$ cat src/rtl/io_ccff_loader.sv
// Configuration-chain loader: serialises host words onto an IO-column ccff chain,
// then optionally recirculates the chain once to check it against a local mirror.
module io_ccff_loader #(
  parameter int CHAIN_LEN = 8,
  parameter int WORD_W    = 8
) (
  input  logic              prog_clk,
  input  logic              prog_reset_n,
  input  logic              start,
  input  logic              verify_en,
  input  logic [WORD_W-1:0] cfg_data,
  input  logic              cfg_valid,
  output logic              cfg_ready,
  output logic              ccff_head,
  input  logic              ccff_tail,
  output logic              ccff_shift_en,
  output logic              busy,
  output logic              done,
  output logic              cfg_err
);

  localparam int NWORDS = (CHAIN_LEN + WORD_W - 1) / WORD_W;
  localparam int CNT_W  = $clog2(CHAIN_LEN + 1);
  localparam int BC_W   = $clog2(WORD_W + 1);

  localparam logic [CNT_W-1:0] LEN_C    = CNT_W'(CHAIN_LEN);
  localparam logic [CNT_W-1:0] LAST_C   = CNT_W'(CHAIN_LEN - 1);
  localparam logic [CNT_W-1:0] NWORDS_C = CNT_W'(NWORDS);

  typedef enum logic [1:0] {
    S_IDLE   = 2'd0,
    S_LOAD   = 2'd1,
    S_VERIFY = 2'd2,
    S_DONE   = 2'd3
  } state_t;

  state_t state_reg, state_next;

  logic [CNT_W-1:0]     bit_cnt_reg, bit_cnt_next;
  logic [CNT_W-1:0]     word_cnt_reg, word_cnt_next;
  logic [CNT_W-1:0]     acc_cnt_reg, acc_cnt_next;
  logic [CNT_W-1:0]     rem_bits;
  logic [WORD_W-1:0]    buf_reg, buf_next;
  logic [BC_W-1:0]      buf_cnt_reg, buf_cnt_next;
  logic [BC_W-1:0]      take_bits;
  logic [CHAIN_LEN-1:0] mirror_reg, mirror_next;
  logic [CHAIN_LEN-1:0] mism;
  logic                 verify_reg, verify_next;
  logic                 err_reg, err_next;
  logic                 load_shift;

  // A final partial word only contributes the bits the chain still needs.
  assign rem_bits  = LEN_C - acc_cnt_reg;
  assign take_bits = (32'(rem_bits) < 32'(WORD_W)) ? BC_W'(rem_bits) : BC_W'(WORD_W);

  genvar gi;
  generate
    for (gi = 0; gi < CHAIN_LEN; gi++) begin : g_mirror
      assign mirror_next[gi] = (load_shift && (bit_cnt_reg == CNT_W'(gi))) ? buf_reg[0]
                                                                           : mirror_reg[gi];
      assign mism[gi]        = (bit_cnt_reg == CNT_W'(gi)) && (mirror_reg[gi] != ccff_tail);
    end
  endgenerate

  assign cfg_err = err_reg;

  always_ff @(posedge prog_clk or negedge prog_reset_n) begin
    if (!prog_reset_n) begin
      state_reg    <= S_IDLE;
      bit_cnt_reg  <= '0;
      word_cnt_reg <= '0;
      acc_cnt_reg  <= '0;
      buf_reg      <= '0;
      buf_cnt_reg  <= '0;
      mirror_reg   <= '0;
      verify_reg   <= 1'b0;
      err_reg      <= 1'b0;
    end else begin
      state_reg    <= state_next;
      bit_cnt_reg  <= bit_cnt_next;
      word_cnt_reg <= word_cnt_next;
      acc_cnt_reg  <= acc_cnt_next;
      buf_reg      <= buf_next;
      buf_cnt_reg  <= buf_cnt_next;
      mirror_reg   <= mirror_next;
      verify_reg   <= verify_next;
      err_reg      <= err_next;
    end
  end

  always_comb begin
    state_next    = state_reg;
    bit_cnt_next  = bit_cnt_reg;
    word_cnt_next = word_cnt_reg;
    acc_cnt_next  = acc_cnt_reg;
    buf_next      = buf_reg;
    buf_cnt_next  = buf_cnt_reg;
    verify_next   = verify_reg;
    err_next      = err_reg;
    load_shift    = 1'b0;
    cfg_ready     = 1'b0;
    ccff_head     = 1'b0;
    ccff_shift_en = 1'b0;
    busy          = 1'b0;
    done          = 1'b0;

    case (state_reg)
      S_IDLE: begin
        if (start) begin
          state_next    = S_LOAD;
          bit_cnt_next  = '0;
          word_cnt_next = '0;
          acc_cnt_next  = '0;
          buf_cnt_next  = '0;
          err_next      = 1'b0;
          verify_next   = verify_en;
        end
      end

      S_LOAD: begin
        busy          = 1'b1;
        ccff_head     = buf_reg[0];
        ccff_shift_en = (buf_cnt_reg != '0);
        // Refill while the last buffered bit is going out, so words stream without gaps.
        cfg_ready     = (word_cnt_reg < NWORDS_C) &&
                        ((buf_cnt_reg == '0) || (buf_cnt_reg == BC_W'(1)));
        if (bit_cnt_reg == LEN_C) begin
          state_next   = verify_reg ? S_VERIFY : S_DONE;
          bit_cnt_next = '0;
        end else begin
          if (buf_cnt_reg != '0) begin
            load_shift   = 1'b1;
            buf_next     = buf_reg >> 1;
            buf_cnt_next = buf_cnt_reg - BC_W'(1);
            bit_cnt_next = bit_cnt_reg + CNT_W'(1);
          end
          if (cfg_valid && cfg_ready) begin
            buf_next      = cfg_data;
            buf_cnt_next  = take_bits;
            word_cnt_next = word_cnt_reg + CNT_W'(1);
            acc_cnt_next  = acc_cnt_reg + CNT_W'(take_bits);
          end
        end
      end

      S_VERIFY: begin
        // One full rotation leaves the chain holding what was loaded.
        busy          = 1'b1;
        ccff_shift_en = 1'b1;
        ccff_head     = ccff_tail;
        err_next      = err_reg | (|mism);
        bit_cnt_next  = bit_cnt_reg + CNT_W'(1);
        if (bit_cnt_reg == LAST_C) begin
          state_next = S_DONE;
        end
      end

      S_DONE: begin
        done       = 1'b1;
        state_next = S_IDLE;
      end

      default: state_next = S_IDLE;
    endcase
  end

endmodule
$ cat config.mk
export PLATFORM = sky130hd
export DESIGN_NAME = io_ccff_loader
export DESIGN_NICKNAME = d
export VERILOG_FILES = /design/src/rtl/io_ccff_loader.sv
export SDC_FILE = /design/constraint.sdc
export NUM_CORES = 1
export LEC_CHECK = 0
export CAP_MARGIN = 20
export CELL_PAD_IN_SITES_DETAIL_PLACEMENT = 1
export CELL_PAD_IN_SITES_GLOBAL_PLACEMENT = 1
export CORE_UTILIZATION = 40
export DETAILED_ROUTE_END_ITERATION = 8
export MAX_ROUTING_LAYER = met4
export PLACE_DENSITY_LB_ADDON = 0.1
export SYNTH_ARGS = -nofsm -noshare
export SYNTH_HDL_FRONTEND = slang
export SYNTH_SLANG_ARGS = --single-unit
$ cat constraint.sdc
create_clock -name prog_clk -period 1.85 [get_ports prog_clk]
set_input_delay 0.555 -clock prog_clk [delete_from_list [all_inputs] [get_ports prog_clk]]
set_output_delay 0.555 -clock prog_clk [all_outputs]
set_load 0.02 [all_outputs]
==> reports/results.ini <==
[die]
io_pins=20
start_util_pct=41.5
core_area_mm2=0.00547
die_h_um=77.3
rows=27
dieArea_mm2=0.00598
die_w_um=77.3

[pwr]
power_mw=6.29
cellLeakagePower_nw=1.64
power_density_mw_per_mm2=1740
vdd_drop_max_mv=0.883

[sta]
finalSetupViolCount=25
fmaxAchievable_mhz=471
final-hold-violation-count=0
slew_violations=0
grt_setup_unrepaired=yes
relSlewSlack_pct=67.1
fin_skew_ps=11.6
worst_slack_ps=-274
setup_tns_ps=-2720
period_needed_ps=2120
fin_crit_sh_pct=115
max_slew.worst_pin.slew_ps=493

[placed_design]
dp_slack_ps=-603
gp_congestion=0.750
dp_hpwl_mm=4.19
io_buffer_count=19

[worst_setup_path]
crit_fanout=2
crit_path_start=buf_cnt_reg[1]$_DFFE_PN0P_
crit_type=register to output port
crit_path_start_kind=register
reg2reg_from=state_reg[1]$_DFFE_PN0P_
slowest_delay_ps=410
r2r_slack_ps=-190
rr_worst_depth=10
slowest_stage=dfrtp_1
endpoint=ccff_shift_en
rr_endpoint=word_cnt_reg[0]$_DFFE_PN0P_
path_cells=inv_2 > ha_4 > nor3b_4 > nor2b_2 > o21a_1 > buf_6
end_kind=output port
cp.arrival_ps=1570
crit_required_ps=1290

[grt]
grt_max_degree=37
antenna_found_initial=0
grt_use_total_pct=23.4
grt_pass1_vias=2114
grt_pass1_wl_mm=10.6
gr-total-overflow=0

[synthesis]
synth_top_area_share_pct=39.7
synth_warnings=0
yosysTopAreaCell=dfrtp_1
syn_inst=224
synth_area_mm2=0.00227
synth.avg_cell_area_um2=10.1
synth.net_count=254
synthTopCellsByArea=dfrtp_1 (40%), ha_1 (8.3%), mux2_2 (6.0%), mux2i_1 (4.8%), nand2_1 (4.5%)
synthArstFlopShare_pct=100
ys.flop_type=dfrtp_1
ys_ff_latch=36
seq_area_frac_synth_pct=39.7
synth-edff-count=0
ys_types=48

[clocking]
cts_tree=done
numClockSinks=36
cts_max_path_buffers=2
cts_inserted_buffers=5
clk_pin_slew_ps=80
h-tree-depth=2
clk_latency_ps=290
cts_root_buf=clkbuf_8

[routing]
drtAntennaViolNets=0
drt_wl_total_mm=8.13
first_pass_iters=4
drt-initial-drc-count=71
drcViolationCount=0
vias=2146
viasPerCell=5.47
wl_per_cell_um=20.7

[cells_and_area]
diodes=0
drive_gt1_share_pct=49.7
area_delta_synth_final_pct=58.9
n_fill_cell=591
fin_nets=349

[flow_run]
max_cap_violations=0

[run_status]
violations=setup timing
status=complete, but fails checks

[hold_path]
min_path_type=input pin to asynchronous set/reset pin

-- layout by cell type (no fill, tap or decap), types with 3 or more instances in the layout --
cell type | Yosys | final
a221oi_1 | 3 | 3
nand2_1 | 27 | 25
buf_12 | 0 | 4
xnor2_1 | 5 | 3
mux2i_1 | 11 | 9
clkbuf_8 | 0 | 6
o21ai_2 | 0 | 3
dfrtp_1 | 36 | 34
a21oi_1 | 6 | 3
buf_4 | 0 | 60
mux2_2 | 12 | 10
ha_4 | 0 | 8
o21ai_1 | 1 | 9
a22o_1 | 4 | 4
o21ai_0 | 16 | 5
buf_6 | 2 | 16
nand2b_1 | 3 | 3
inv_1 | 17 | 10
xor2_1 | 5 | 5
nor2_1 | 7 | 6
nor2b_1 | 5 | 5
inv_2 | 0 | 7
clkdlybuf4s50_1 | 0 | 11
nor3b_4 | 1 | 3
ha_1 | 15 | 7
-- worst min-delay path by stage --
| stage | from | endpoint | slack, ps | cells after the start |
|---|---|---|---|---|
| final | prog_reset_n | word_cnt_reg[3]$_DFFE_PN0P_ | 290 | 2 |
| after global routing | prog_reset_n | buf_cnt_reg[2]$_DFFE_PN0P_ | 340 | 2 |
| after CTS | prog_reset_n | word_cnt_reg[3]$_DFFE_PN0P_ | 320 | 2 |
| after detailed placement | buf_reg[6]$_DFFE_PN0P_ | buf_reg[6]$_DFFE_PN0P_ | 480 | 2 |
| after global placement | buf_reg[4]$_DFFE_PN0P_ | buf_reg[4]$_DFFE_PN0P_ | 460 | 2 |
| after floorplan | prog_reset_n | acc_cnt_reg[0]$_DFFE_PN0P_ | 260 | 0 |
-- metal layers --
| layer | routed length, um | track usage (%) |
|---|---|---|
| met4 | 181 | 4.53 |
| met1 | 3440 | 28.3 |
| met3 | 304 | 4.35 |
| met2 | 4200 | 40.8 |
| met5 | 0 | - |
-- per-stage QoR --
step	hold WS (ps)	instance area (um^2)	std cells	utilization, %
2_1_floorplan	259	2280	224	-
3_3_place_gp	464	2920	360	53.4
3_5_place_dp	483	2920	360	53.4
4_1_cts	318	3290	379	60.0
5_1_grt	341	3610	392	65.9
6_report	295	3610	392	65.9
-- final cells by class --
type                    instances  area, um^2  area share, %
clock buffers                   8        90.1           2.50
inverters                      17        63.8           1.77
multi-input cells             163        1600           44.3
flip-flops and latches         36         903           25.0
well taps                      72        90.1           2.50
repair buffers                 96         863           23.9
-- synth_stat cells (2+ instances only) --
cell type,n
dfrtp_1,36
nand2_1,27
inv_1,17
o21ai_0,16
ha_1,15
mux2_2,12
mux2i_1,11
nor2_1,7
a21oi_1,6
buf_2,5
nor2b_1,5
xnor2_1,5
xor2_1,5
a22o_1,4
o22ai_1,4
a21o_1,3
a221oi_1,3
nand2b_1,3
nor3_1,3
o2bb2ai_1,3
a22oi_1,2
and3_1,2
buf_6,2
nand3_1,2
nor3b_2,2
o211ai_2,2
-- critical path: cells and delay by family (launching register included) --
family	cells	cell delay (ps)
flip-flops	1	410
AND/OR/NAND/NOR	2	300
buffers and inverters	2	230
AO/OA/AOI/OAI	1	190
adder cells (fa/ha/maj)	1	140
-- where the power goes --
group          switching, mW  total [mW]  internal, mW
Combinational           2.18        4.51          2.33
Sequential             0.178        1.17         0.996
Clock                  0.299       0.603         0.305
Total                   2.66        6.29          3.63
-- kinds of logic after synthesis --
logic type,synth area share [%]
and+or+nand+nor,14.5
DFF,39.7
xor gates and xnor gates,3.86
muxes,10.8
buffers and inverters,5.07
AOI/OAI and AO/OA,17.0
adders and majority gates,9.15
-- what timing repair did --
item,4_1_cts,5_1_grt
hold buffers,0,0
endpoints found under the setup margin,32,38
buffers inserted,11,15
gates resized for setup,72,54
pin swaps,21,29
Power figures use the tool's default switching activity.
